### src/rtl/shift_bank_pkg.sv
// Shared types for the shift bank: channel operation codes, snapshot FSM
// states and a helper that sizes the channel-index field.
package shift_bank_pkg;

    typedef enum logic [1:0] {
        SHIFT_L = 2'd0,
        SHIFT_R = 2'd1,
        ROT_L   = 2'd2,
        LOAD    = 2'd3
    } mode_t;

    typedef enum logic {
        ST_IDLE = 1'b0,
        ST_SEND = 1'b1
    } snap_state_t;

    // Width of a channel index; a single-channel bank still gets one bit.
    function automatic int chan_w(input int n);
        return (n > 1) ? $clog2(n) : 1;
    endfunction

endpackage

### src/rtl/shift_bank_if.sv
// Snapshot readout port of the shift bank.
//
// Handshake: the producer raises snap_valid with snap_data/snap_chan and
// holds all three stable until a cycle where snap_valid && snap_ready; that
// rising edge transfers the beat. snap_ready may be asserted at any time and
// never depends on snap_valid. snap_req is a level sampled only while idle.
interface shift_bank_if
    import shift_bank_pkg::*;
#(
    parameter int WIDTH    = 32,
    parameter int CHANNELS = 4
);
    localparam int CW = chan_w(CHANNELS);

    logic              snap_req;
    logic              snap_ready;
    logic              snap_valid;
    logic [WIDTH-1:0]  snap_data;
    logic [CW-1:0]     snap_chan;
    logic              snap_busy;
    snap_state_t       snap_state;

    modport master (
        input  snap_req, snap_ready,
        output snap_valid, snap_data, snap_chan, snap_busy, snap_state
    );

    modport slave (
        output snap_req, snap_ready,
        input  snap_valid, snap_data, snap_chan, snap_busy, snap_state
    );
endinterface

### src/rtl/shift_chan.sv
// One WIDTH-bit shift channel: shift-left, shift-right, rotate-left or
// parallel load when enabled, hold otherwise.
module shift_chan
    import shift_bank_pkg::*;
#(
    parameter int               WIDTH     = 32,
    parameter logic [WIDTH-1:0] RESET_VAL = '0
) (
    input  logic             clk,
    input  logic             rst,
    input  logic             en,
    input  mode_t            mode,
    input  logic             i,
    input  logic [WIDTH-1:0] load_val,
    output logic [WIDTH-1:0] q
);
    (* make_external = "output" *) logic [WIDTH-1:0] data;

    // Channel register: apply the selected operation only when enabled.
    always_ff @(posedge clk or negedge rst) begin
        if (!rst) begin
            data <= RESET_VAL;
        end else if (en) begin
            case (mode)
                SHIFT_L: data <= {data[WIDTH-2:0], i};
                SHIFT_R: data <= {i, data[WIDTH-1:1]};
                ROT_L:   data <= {data[WIDTH-2:0], data[WIDTH-1]};
                LOAD:    data <= load_val;
                default: data <= data;
            endcase
        end
    end

    assign q = data;
endmodule

### src/rtl/shift_bank.sv
// Bank of independent shift channels with a snapshot readout that streams
// a frozen copy of every channel, one beat per channel.
module shift_bank
    import shift_bank_pkg::*;
#(
    parameter int               WIDTH     = 32,
    parameter int               CHANNELS  = 4,
    parameter logic [WIDTH-1:0] RESET_VAL = '0
) (
    input  logic                      clk,
    input  logic                      rst,
    input  logic [CHANNELS-1:0]       en,
    input  logic [1:0]                mode,
    input  logic [CHANNELS-1:0]       i,
    input  logic [CHANNELS*WIDTH-1:0] load_data,
    output logic [CHANNELS-1:0]       o_msb,
    output logic [CHANNELS-1:0]       o_lsb,
    shift_bank_if.master              snap
);
    localparam int            CW   = chan_w(CHANNELS);
    localparam logic [CW-1:0] LAST = CW'(CHANNELS - 1);

    logic [WIDTH-1:0] chan_data [CHANNELS];
    logic [WIDTH-1:0] snap_buf  [CHANNELS];

    snap_state_t   state_q, state_d;
    logic [CW-1:0] chan_q, chan_d;
    logic          capture;

    for (genvar c = 0; c < CHANNELS; c++) begin : g_chan
        shift_chan #(
            .WIDTH     (WIDTH),
            .RESET_VAL (RESET_VAL)
        ) u_chan (
            .clk      (clk),
            .rst      (rst),
            .en       (en[c]),
            .mode     (mode_t'(mode)),
            .i        (i[c]),
            .load_val (load_data[c*WIDTH +: WIDTH]),
            .q        (chan_data[c])
        );

        assign o_msb[c] = chan_data[c][WIDTH-1];
        assign o_lsb[c] = chan_data[c][0];
    end

    // Snapshot FSM state and beat index registers.
    always_ff @(posedge clk or negedge rst) begin
        if (!rst) begin
            state_q <= ST_IDLE;
            chan_q  <= '0;
        end else begin
            state_q <= state_d;
            chan_q  <= chan_d;
        end
    end

    // Next state: capture on request while idle, step through channels on accept.
    always_comb begin
        state_d = state_q;
        chan_d  = chan_q;
        capture = 1'b0;
        case (state_q)
            ST_IDLE: begin
                if (snap.snap_req) begin
                    state_d = ST_SEND;
                    chan_d  = '0;
                    capture = 1'b1;
                end
            end
            ST_SEND: begin
                if (snap.snap_ready) begin
                    if (chan_q == LAST) begin
                        state_d = ST_IDLE;
                        chan_d  = '0;
                    end else begin
                        chan_d = chan_q + CW'(1);
                    end
                end
            end
            default: begin
                state_d = ST_IDLE;
                chan_d  = '0;
            end
        endcase
    end

    // Snapshot buffer: frozen copy of the pre-edge channel values.
    always_ff @(posedge clk or negedge rst) begin
        if (!rst) begin
            for (int c = 0; c < CHANNELS; c++) snap_buf[c] <= '0;
        end else if (capture) begin
            for (int c = 0; c < CHANNELS; c++) snap_buf[c] <= chan_data[c];
        end
    end

    assign snap.snap_valid = (state_q == ST_SEND);
    assign snap.snap_busy  = (state_q == ST_SEND);
    assign snap.snap_chan  = chan_q;
    assign snap.snap_data  = snap_buf[chan_q];
    assign snap.snap_state = state_q;
endmodule

### src/flat_wrapper.sv
// flat-port wrapper written by rule: the top's interface ports become plain ports
module shift_bank_flat import shift_bank_pkg::*;
#(
    parameter int               WIDTH     = 32,
    parameter int               CHANNELS  = 4,
    parameter logic [WIDTH-1:0] RESET_VAL = '0
)
  (clk, rst, en, mode, i, load_data, o_msb, o_lsb, snap_snap_req, snap_snap_ready, snap_snap_valid, snap_snap_data, snap_snap_chan, snap_snap_busy, snap_snap_state);
  shift_bank_if #(.WIDTH(WIDTH), .CHANNELS(CHANNELS)) snap_i ();
  input  logic clk;
  input  logic rst;
  input  logic [CHANNELS-1:0] en;
  input  logic [1:0] mode;
  input  logic [CHANNELS-1:0] i;
  input  logic [CHANNELS*WIDTH-1:0] load_data;
  output logic [CHANNELS-1:0] o_msb;
  output logic [CHANNELS-1:0] o_lsb;
  input wire logic [$bits(snap_i.snap_req)-1:0] snap_snap_req;
  input wire logic [$bits(snap_i.snap_ready)-1:0] snap_snap_ready;
  output wire logic [$bits(snap_i.snap_valid)-1:0] snap_snap_valid;
  output wire logic [$bits(snap_i.snap_data)-1:0] snap_snap_data;
  output wire logic [$bits(snap_i.snap_chan)-1:0] snap_snap_chan;
  output wire logic [$bits(snap_i.snap_busy)-1:0] snap_snap_busy;
  output wire logic [$bits(snap_i.snap_state)-1:0] snap_snap_state;
  assign snap_i.snap_req = snap_snap_req;
  assign snap_i.snap_ready = snap_snap_ready;
  assign snap_snap_valid = snap_i.snap_valid;
  assign snap_snap_data = snap_i.snap_data;
  assign snap_snap_chan = snap_i.snap_chan;
  assign snap_snap_busy = snap_i.snap_busy;
  assign snap_snap_state = snap_i.snap_state;
  shift_bank #(.WIDTH(WIDTH), .CHANNELS(CHANNELS), .RESET_VAL(RESET_VAL)) u_core (.clk(clk), .rst(rst), .en(en), .mode(mode), .i(i), .load_data(load_data), .o_msb(o_msb), .o_lsb(o_lsb), .snap(snap_i));
endmodule
### config.mk
export PLATFORM = sky130hd
export DESIGN_NAME = shift_bank_flat
export DESIGN_NICKNAME = d
export VERILOG_FILES = /design/src/rtl/shift_bank_pkg.sv /design/src/rtl/shift_bank_if.sv /design/src/rtl/shift_chan.sv /design/src/rtl/shift_bank.sv /design/src/flat_wrapper.sv
export SDC_FILE = /design/constraint.sdc
export NUM_CORES = 1
export LEC_CHECK = 0
export CAP_MARGIN = 10
export CORE_MARGIN = 10
export CORE_UTILIZATION = 40
export DETAILED_ROUTE_END_ITERATION = 16
export HOLD_SLACK_MARGIN = 0.05
export MAX_ROUTING_LAYER = met4
export PLACE_DENSITY_LB_ADDON = 0.25
export SYNTH_ARGS = -nofsm -noshare
export SYNTH_HDL_FRONTEND = slang
export SYNTH_HIERARCHICAL = 1
export SYNTH_SLANG_ARGS = --single-unit
### constraint.sdc
create_clock -name clk -period 2.4 [get_ports clk]
set_clock_uncertainty 0.05 [all_clocks]
set_input_delay 0.24 -clock clk [delete_from_list [all_inputs] [get_ports clk]]
set_output_delay 0.24 -clock clk [all_outputs]
set_load 0.01 [all_outputs]
# Word-level counts from Yosys, hierarchy flattened
# Index checks and enable logic that the tools add are counted.
[totals] inputBits=142 out_inout_bits=45 wordCells=38 register_bits=259
[classes] bitwise_logic=2 eq_ne=6 n_addsub=1 n_lt_le_gt_ge=1 mux=16 reduce_logical=2
[ops] cell="32-bit one-hot mux with 4 select lines" count=4
[ops] cell="32-bit binary-select mux with 2-bit select" count=1
[ops] cell="32-bit 2-to-1 mux" count=2
[ops] cell="2-bit == test, second input constant" count=3
[ops] cell="2-bit 2-to-1 mux" count=3
[ops] cell="1-bit 2-to-1 mux" count=4
[ops] cell="2-bit inequality test, second input constant" count=2
[ops] cell="2-bit one-hot mux with 2 select lines" count=1
[ops] cell="3-bit greater-or-equal comparator, second input constant" count=1
[ops] cell="2-bit NOT with 3-bit output" count=1
[ops] cell="2-bit by 1-bit adder with 2-bit output, second input constant" count=1
[ops] cell="2-bit by 1-bit == test with 1-bit output, second input constant" count=1
[ops] cell="2-bit logical NOT" count=1
[ops] cell="1-bit one-hot mux with 2 select lines" count=1
[ops] cell="2-bit AND reduction" count=1
[ops] cell="1-bit NOT" count=1

# Longest topological paths before layout
# Gate-level depths: netlist (run 1).
[depth] ltp_word=4 depth_mapped=5 ltp_nobuf=3

# By module
# The synthesis (run 1) kept the hierarchy.
[by_module_without_submodules] mod="shift_chan" n_inst=4 area_per_inst_um2=1816.7 cells_per_inst=178 seq_area_each_um2=800.8
[by_module_without_submodules] mod="shift_bank" n_inst=1 area_per_inst_um2=6251.0 cells_per_inst=323 seq_area_each_um2=3278.1

# Worst setup path before layout (run 1)
# Ideal clock, no wire load.
[synth_path] path_type="register to output" startpoint="register u_core.chan_q[0] (netlist: u_core/snap.snap_chan[0])" endpoint="output snap_snap_data[11]" path_buffers=2 setup_slack_ns=0.773 arrival_ns=1.337 required_time_ns=2.110 stages_incl_launch_ff=4 path_cell_list="dfrtp_1 -> buf_4 -> buf_4 -> mux4_2"
[synth_via] elab_chain_cells=4
[synth_lines] item="start: declaration" line="shift_bank.sv:27" rtl="logic [CW-1:0] chan_q, chan_d;"
[synth_lines] item="start signal: assignment" line="shift_bank.sv:55" rtl="chan_q <= chan_d;"
[synth_lines] item="2-bit NOT with 3-bit output (implied by the code)" line="shift_bank.sv:101" rtl="assign snap.snap_data = snap_buf[chan_q];"
[synth_lines] item="32-bit binary-select mux with 2-bit select" line="shift_bank.sv:101"
[synth_lines] item="32-bit 2-to-1 mux (implied by the code) (2 in a row)" line="shift_bank.sv:101"
[synth_lines] item="end: declaration" line="flat_wrapper.sv:21" rtl="output wire logic [$bits(snap_i.snap_data)-1:0] snap_snap_data;"
# Every way passes these cells. The select of a mux whose other input is x is not followed.

# Final worst setup path (run 1)
[layout_path] startpoint="register u_core.chan_q[0] (netlist: u_core/snap.snap_chan[0])" endpoint="output snap_snap_data[24]"
# Same word-level chain as after synthesis.

==> results of run 1 <==
## Yosys cell counts (all sizes together)
cell      n  area [µm²]
a21o    104         781
a21oi   124         621
a31oi     1        6.26
a32o      2        20.0
buf      63         647
clkbuf   25         109
dfrtp   259        6480
ha        1        12.5
inv       4        15.0
mux2    152        2130
mux2i   129        1290
mux4     32         721
nand2     4        15.0
nand3     4        20.0
nor2     22        82.6
nor2b     1        8.76
o21ai   104         521
o311ai    4        35.0
## power breakdown
part           internal [µW]  switching [µW]  total [µW]
Combinational           3760            2140        5910
Clock                   3050            1770        4830
Sequential              5760            1380        7140
## repair_timing
action	CTS	global route
gates cloned	0	1
hold endpoints to repair	259	0
setup endpoints to repair	32	10
hold buffers	1	0
setup buffers	4	0
gates resized for setup	44	5
## stage by stage
step                      total power (µW)  utilization, %  area (µm²)
after floorplan                      10700               -       13500
after global placement               13200            46.7       15600
after detailed placement             13300            46.7       15600
after CTS                            18000            49.9       16700
after global routing                 18700            50.0       16700
final                                17900            50.0       16700
## registers in the layout, indices dropped and copies added (netlist names)
name,count
u_core/g_chan.u_chan/q,128
u_core/snap_buf,128
u_core/snap.snap_chan,2
u_core/snap.snap_busy,1
## cell usage in the layout (no fill, tap or decap)
cell type and instances:
buf_8 1, a21o_1 104, a31oi_1 1, clkinv_2 5
dfrtp_1 258, buf_12 14, dfrtp_4 1, clkinv_4 1
buf_4 21, a21oi_1 124, a32o_1 2, dlygate4sd3_1 1
dlygate4sd2_1 20, clkdlybuf4s50_1 151, buf_6 5, diode_2 1
inv_2 4, clkbuf_16 30, mux2i_1 129, nor2b_4 1
nand3_1 4, clkbuf_8 7, nor2_1 22, o311ai_1 4
mux4_2 32, nand2_1 4, ha_1 1, mux2_4 112
mux2_2 40, clkdlybuf4s15_1 12, clkinvlp_4 1, o21ai_1 4
o21ai_0 100, bufinv_16 6, clkbuf_1 2
## logic make-up after synthesis
family | after synthesis | synth area share [%]
muxes | 313 | 30.7
adders and majority gates | 1 | 0.0925
DFF | 259 | 47.9
buffers and inverters | 92 | 5.70
AOI/OAI and AO/OA | 339 | 14.7
and+or+nand+nor | 31 | 0.935
## layer usage
layer	part of all wire, %	GRT usage [%]	up-vias
li1	-	-	4171
met4	1.2	2.96	0
met1	49	25.9	4498
met5	0	-	-
met3	4.4	2.54	35
met2	45	26.5	184
## worst max-delay path, delay by kind of cell (launching register included)
family / cells / cell delay, ns
buffers and inverters: 3 / 0.57
multiplexers: 1 / 0.48
flip-flops: 1 / 0.46
## worst paths after layout
| path | start | end |
|---|---|---|
| max | u_core/snap.snap_chan[0] | snap_snap_data[24] |
| min | rst | u_core/snap_buf[109] |
| max reg2reg | u_core/snap.snap_busy | u_core/snap_buf[60] |
| min reg2reg | u_core/snap_buf[18] | u_core/snap_buf[18] |
| max in group asynchronous | rst | u_core/snap.snap_chan[0] |
| min in group clk | mode[0] | u_core/g_chan[3].u_chan/q[0] |
## layout make-up
class,count,area [µm²],share of cell area [%]
clock inverter,13,221,1.32
clock buffer,38,830,4.96
timing repair buffer,226,2350,14.0
sequential,259,6480,38.7
multi-input combinational,684,6270,37.5
inverter,4,15.0,0.0897
tap,448,561,3.35
antenna,1,2.50,0.0150
==> flow_summary.json, run 1 <==
{
  "die_h_um": 204,
  "slew_viol_final": 0,
  "grt_pass1_wl_mm": 57.1,
  "tns_ns": 0,
  "drcViolationCount": 0,
  "fillers": 2960,
  "clk_path_buf_depth": 3,
  "overflow": 0,
  "area_growth_pct": 23.8,
  "fin_nets": 1346,
  "crit_path_end_kind": "output pin",
  "finalNonFillerCells": 1673,
  "fp.dieArea_um2": 41500,
  "crit_chain": "buf_6 -> buf_12 -> mux4_2 -> dlygate4sd2_1",
  "yosysWarnings": 6,
  "tritoncts": "built",
  "synth_cell_types": 25,
  "hold_class": "input port to asynchronous set/reset pin",
  "fin_crit_ns": 2.34,
  "critPathArrivalTime_ns": 2.05,
  "wire_per_inst_um": 22.1,
  "antenna_found_initial": 1,
  "grt_max_degree": 78,
  "netlist_area_um2": 13500,
  "critPathSlowestCell": "mux4_2",
  "vias_per_cell": 5.31,
  "grt_pass1_vias": 9249,
  "drt_pass1_iterations": 4,
  "grt_usage_pct": 17.9,
  "r2r_cells": 4,
  "hold_viol": 0,
  "setup_ws_ns": 0.0584,
  "final_antenna_net_count": 0,
  "critical_path_required_ns": 2.11,
  "io_buffers": 186,
  "first_iter_violations": 510,
  "cp_slowest_stage_delay_ns": 0.48,
  "hpwlAfterDp_mm": 26.8,
  "power.leakage_uw": 0.00784,
  "fin_crit_sh_pct": 97.6,
  "layout-drive-gt1-share_pct": 23.0,
  "cts.sink_count": 259,
  "cp_max_fo": 7,
  "initial_core_util_pct": 40.4,
  "gp_congestion": 0.828,
  "worstSetupPathType": "flop to output pin",
  "cts_inserted_buffers": 28,
  "p_per_area_nw_per_um2": 1070,
  "setup_viol": 0,
  "fmaxAchievable_mhz": 427,
  "synth-seq-cells": 259,
  "dr_total_vias": 8888,
  "synth_area_per_cell_um2": 13.1,
  "die_width_um": 204,
  "synthCells": 1035,
  "slew_headroom_pct": 63.4,
  "hold_slack_ns": 0.164,
  "cts.htree.levels": 1,
  "reg2reg_slack_ns": 0.64,
  "place_ws_ns": 0.202,
  "vdd_drop_max_v": 0.000598,
  "place_inst": 1615,
  "ios": 187,
  "clock_latency_ns": 0.53,
  "tightestPinTransition_ns": 0.549,
  "coreArea_um2": 33400,
  "rows": 67,
  "drt-total-wl_mm": 36.9,
  "max_cap_viol_count": 0,
  "status": "finished, final reports clean",
  "synthesis.nets": 1178,
  "ys_seq_area_share_pct": 47.9,
  "rsz0062_at_grt": "true",
  "startpoint_type": "flop",
  "cts_root_buf": "clkbuf_16",
  "clk_pin_slew_worst_paths_ns": 0.06
}
No activity file was read; power rests on OpenSTA's default activity.
==> inputs of run 2 (changes only) <==
--- a/config.mk
+++ b/config.mk
@@ -6,6 +6,7 @@
 export NUM_CORES = 1
 export LEC_CHECK = 0
 export CAP_MARGIN = 10
+export CORE_ASPECT_RATIO = 0.7
 export CORE_MARGIN = 10
 export CORE_UTILIZATION = 40
 export DETAILED_ROUTE_END_ITERATION = 16
==> run 2 against run 1 <==
Net effect:
- cell count down 0.12%
- final area about the same
- setup slack better by 0.014 ns
- sequential share of layout area about the same
- first-iteration DRC count up 53%
- critical path depth unchanged
- largest power group unchanged
- wire length up 10%
- non-clock buffer count up 12
- global-route usage up 2.0 points
- highest routed layer unchanged
- utilization about the same
==> flow_summary.json, run 2 (synthesis results as in run 1) <==
{
  "area_growth_pct": 23.7,
  "critPathTopFamily": "buffers and inverters",
  "fin_crit_sh_pct": 97.0,
  "cp_max_fo": 7,
  "vias_per_cell": 5.48,
  "status": "finished, final reports clean",
  "hold_viol": 0,
  "grt_usage_pct": 19.9,
  "holdPathStages": 3,
  "die_h_um": 174,
  "drt_pass1_iterations": 7,
  "grt_pass1_wl_mm": 61.8,
  "reg2reg_slack_ns": 0.73,
  "antenna_found_initial": 6,
  "wire_per_inst_um": 24.3,
  "cts_inserted_buffers": 28,
  "setup_viol": 0,
  "r2r_end": "u_core/snap_buf[103]",
  "fin_crit_ns": 2.33,
  "first_iter_violations": 781,
  "rows": 56,
  "tritoncts": "built",
  "hpwlAfterDp_mm": 29.2,
  "final_cell_mix": "dfrtp_1 (258), clkdlybuf4s50_1 (151), mux2i_1 (129), a21oi_1 (124), mux2_4 (112)",
  "critical_path_required_ns": 2.11,
  "overflow": 0,
  "gp_congestion": 0.866,
  "place_ws_ns": 0.369,
  "crit_start": "u_core/snap.snap_chan[0]",
  "die_width_um": 240,
  "final_antenna_net_count": 0,
  "ios": 187,
  "fp.dieArea_um2": 41700,
  "io_buffers": 186,
  "drt-total-wl_mm": 40.6,
  "clk_path_buf_depth": 3,
  "power.leakage_uw": 0.00784,
  "fin_nets": 1358,
  "p_per_area_nw_per_um2": 1070,
  "worstSetupPathType": "flop to output pin",
  "hold_class": "input port to flop",
  "place_inst": 1613,
  "cp_slowest_stage_delay_ns": 0.51,
  "drcViolationCount": 0,
  "slew_viol_final": 0,
  "critPathArrivalTime_ns": 2.04,
  "coreArea_um2": 33400,
  "layout-drive-gt1-share_pct": 24.4,
  "tightestPinTransition_ns": 0.650,
  "crit_path_end_kind": "output pin",
  "rr_startpoint": "u_core/snap.snap_busy",
  "hold_start": "mode[1]",
  "setup_ws_ns": 0.0723,
  "fillers": 2949,
  "whs_endpoint": "u_core/g_chan[1].u_chan/q[0]",
  "grt_pass1_vias": 9312,
  "critPathSlowestCell": "mux4_2",
  "grt_max_degree": 87,
  "slew_headroom_pct": 56.6,
  "startpoint_type": "flop",
  "p_int_uw": 12200,
  "cts.sink_count": 259,
  "finalNonFillerCells": 1671,
  "netSwitchingPower_uw": 5610,
  "fmaxAchievable_mhz": 430,
  "cts_root_buf": "clkbuf_16",
  "clock_latency_ns": 0.57,
  "vdd_drop_max_v": 0.000514,
  "max_cap_viol_count": 0,
  "clk_pin_slew_worst_paths_ns": 0.06,
  "dr_total_vias": 9159,
  "initial_core_util_pct": 40.4,
  "cp_num_buf_inv": 3,
  "p_seq_share_pct": 40.9,
  "power.share.combinational_pct": 34.0,
  "r2r_cells": 4,
  "crit_chain": "buf_6 -> buf_16 -> mux4_2 -> dlygate4sd2_1",
  "final_common_cell": "dfrtp_1",
  "p_clk_share_pct": 25.1,
  "rsz0062_at_grt": "false",
  "switching_share_pct": 31.5,
  "cts.htree.levels": 1
}
## run 2: area by class of cell
class	instances	area (µm²)	share of cell area [%]
diodes	1	2.50	0.0150
clock buffers	44	821	4.91
clock inverters	6	119	0.711
inverters	4	15.0	0.0898
multi-input cells	684	6270	37.5
flip-flops and latches	259	6480	38.8
well taps	435	544	3.26
repair buffers	238	2470	14.7
## run 2: what timing repair did
item | in CTS | in global routing
buffers inserted | 3 | 0
hold buffers | 1 | 0
hold endpoints to repair | 65 | 0
resized for setup | 55 | 26
setup endpoints to repair | 32 | 25
cloned | 3 | 0
## run 2: power by group through the flow
| stage | Sequential, µW | Clock [µW] | Combinational, µW |
|---|---|---|---|
| 2_1_floorplan | 6440 | 0 | 4240 |
| 3_3_place_gp | 7310 | 0 | 6090 |
| 3_5_place_dp | 7320 | 0 | 6160 |
| 4_1_cts | 7250 | 4580 | 6220 |
| 5_1_grt | 7430 | 4740 | 6490 |
| 6_report | 7290 | 4480 | 6050 |
## run 2: how the worst max path moves through the flow
stage | end | slack [ns] | depth (start not counted)
after floorplan | snap_snap_data[11] | 0.77 | 3
after global placement | snap_snap_data[29] | 0.38 | 3
after detailed placement | snap_snap_data[29] | 0.37 | 3
after CTS | snap_snap_data[0] | -0.009 | 4
after global routing | snap_snap_data[5] | 0.004 | 4
final | snap_snap_data[5] | 0.07 | 4
## run 2: worst reg2reg max path, delay by kind of cell (launching register included)
family / cells / cell delay [ns]
DFF: 1 / 0.49
and+or+nand+nor: 1 / 0.18
buffers and inverters: 2 / 0.48
muxes: 1 / 0.36
## run 2: stage by stage
stage | setup TNS [ns] | hold WS (ns) | utilization [%] | instance area (µm²) | total power (µW)
after floorplan | 0 | -0.106 | - | 13500 | 10700
after global placement | 0 | 0.217 | 47.0 | 15700 | 13400
after detailed placement | 0 | 0.220 | 47.0 | 15700 | 13500
after CTS | -0.0204 | 0.137 | 50.2 | 16800 | 18100
after global routing | 0 | 0.189 | 50.0 | 16700 | 18700
final | 0 | 0.163 | 50.0 | 16700 | 17800
## run 2: per-layer routing
metal | share of wire, % | global-route usage [%] | up-vias
met3 | 6.9 | 4.19 | 41
met5 | 0 | - | -
met2 | 42 | 26.9 | 279
met1 | 50 | 29.9 | 4636
met4 | 1.4 | 3.31 | 0
li1 | - | - | 4203
==> inputs of run 3 (changes only) <==
--- a/config.mk
+++ b/config.mk
@@ -5,10 +5,12 @@
 export SDC_FILE = /design/constraint.sdc
 export NUM_CORES = 1
 export LEC_CHECK = 0
-export CAP_MARGIN = 10
+export CAP_MARGIN = 0
+export CELL_PAD_IN_SITES_DETAIL_PLACEMENT = 0
+export CELL_PAD_IN_SITES_GLOBAL_PLACEMENT = 1
 export CORE_ASPECT_RATIO = 0.7
 export CORE_MARGIN = 10
-export CORE_UTILIZATION = 40
+export CORE_UTILIZATION = 49
 export DETAILED_ROUTE_END_ITERATION = 16
 export HOLD_SLACK_MARGIN = 0.05
 export MAX_ROUTING_LAYER = met4
==> run 3 against run 2 <==
Net effect:
- non-clock buffer count down 14
- die area shrank 17%
- critical path depth did not move
- critical path type unchanged
==> flow_summary.json, run 3 (synthesis results as in run 1) <==
{
  "layout-drive-gt1-share_pct": 22.1,
  "slew_viol_final": 0,
  "coreArea_um2": 27000,
  "hold_viol": 0,
  "setup_ws_ns": 0.0479,
  "drcViolationCount": 0,
  "grt_pass1_vias": 9202,
  "startpoint_type": "flop",
  "fin_nets": 1341,
  "holdPathStages": 3,
  "hold_class": "input port to flop",
  "area_growth_pct": 21.3,
  "cts.htree.levels": 1,
  "final_cell_mix": "dfrtp_1 (258), clkdlybuf4s50_1 (151), mux2i_1 (129), a21oi_1 (124), mux2_4 (112)",
  "first_iter_violations": 675,
  "max_cap_viol_count": 0,
  "cp_max_fo": 6,
  "hpwlAfterDp_mm": 26.5,
  "cts_root_buf": "clkbuf_16",
  "rows": 50,
  "vdd_drop_max_v": 0.000531,
  "tightestPinTransition_ns": 0.678,
  "reg2reg_slack_ns": 0.59,
  "final_common_cell": "dfrtp_1",
  "power.leakage_uw": 0.00774,
  "slew_headroom_pct": 54.8,
  "fmaxAchievable_mhz": 425,
  "finalNonFillerCells": 1579,
  "initial_core_util_pct": 50.1,
  "p_per_area_nw_per_um2": 1040,
  "fillers": 2180,
  "wire_per_inst_um": 23.7,
  "place_inst": 1530,
  "vias_per_cell": 5.68,
  "drt_pass1_iterations": 5,
  "drt-total-wl_mm": 37.5,
  "io_buffers": 186,
  "place_ws_ns": 0.326,
  "clk_pin_slew_worst_paths_ns": 0.06,
  "grt_pass1_wl_mm": 57.4,
  "clock_latency_ns": 0.52,
  "overflow": 0,
  "fin_crit_ns": 2.35,
  "grt_usage_pct": 21.4,
  "gp_congestion": 0.839,
  "cts_inserted_buffers": 25,
  "antenna_found_initial": 1,
  "fp.dieArea_um2": 34700,
  "antennaDiodeCount": 0,
  "final_antenna_net_count": 0,
  "die_h_um": 159,
  "crit_path_end_kind": "output pin",
  "clk_path_buf_depth": 3,
  "tritoncts": "built",
  "status": "finished, final reports clean",
  "fin_crit_sh_pct": 98.0,
  "worstSetupPathType": "flop to output pin",
  "report.power.total_uw": 17100,
  "critPathArrivalTime_ns": 2.06,
  "ios": 187,
  "dr_total_vias": 8975,
  "r2r_cells": 3,
  "grt_max_degree": 77,
  "setup_viol": 0,
  "cts.sink_count": 259,
  "die_width_um": 219,
  "critical_path_required_ns": 2.11
}
-- run 3: final timing paths --
path | startpoint | endpoint
min in group asynchronous | rst | u_core/snap_buf[58]
hold / removal | mode[0] | u_core/g_chan[2].u_chan/q[0]
setup / recovery | u_core/snap.snap_chan[0] | snap_snap_data[18]
setup reg to reg | u_core/snap.snap_busy | u_core/snap_buf[114]
max in group asynchronous | rst | u_core/snap_buf[9]
hold reg to reg | u_core/snap_buf[106] | u_core/snap_buf[106]
-- run 3: repair_timing --
| item | CTS | global route |
|---|---|---|
| resized for setup | 33 | 0 |
| endpoints found under the hold margin | 69 | 0 |
| setup endpoints to repair | 32 | 11 |
| buffers inserted | 0 | 1 |
| gates cloned | 0 | 3 |
| hold buffers | 1 | 0 |
-- run 3: worst max-delay path: stages (launching register included) --
cell,delay (ns)
dfrtp_2,0.39
buf_12,0.14
clkbuf_16,0.17
mux4_2,0.53
dlygate4sd2_1,0.31
-- run 3: per-stage QoR --
stage	cell area (µm²)	setup TNS (ns)	hold WS [ns]	util, %
2_1_floorplan	13500	0	-0.106	-
6_report	16400	0	0.129	60.8
3_3_place_gp	15500	0	0.238	57.6
3_5_place_dp	15500	0	0.233	57.6
5_1_grt	16400	-0.00761	0.143	60.8
4_1_cts	16300	0	0.101	60.5
-- run 3: layout make-up --
| type | instances | area, µm² | area share, % |
|---|---|---|---|
| tap | 364 | 455 | 2.78 |
| multi-input combinational | 684 | 6270 | 38.2 |
| inverter | 4 | 15.0 | 0.0915 |
| clock inverter | 11 | 133 | 0.809 |
| sequential | 259 | 6480 | 39.5 |
| timing repair buffer | 224 | 2360 | 14.4 |
| clock buffer | 33 | 686 | 4.18 |
-- run 3: layer usage --
layer	up-vias	GRT usage [%]	routed length, µm
li1	4146	-	-
met5	-	-	0
met4	0	3.08	473
met1	4520	31.4	17900
met3	34	4.11	2280
met2	275	30.7	16800
-- run 3: report_power, final --
part           switching, µW  internal, µW
sequential              1360          5750
clock                   1680          2330
combinational           2260          3730
total                   5300         11800
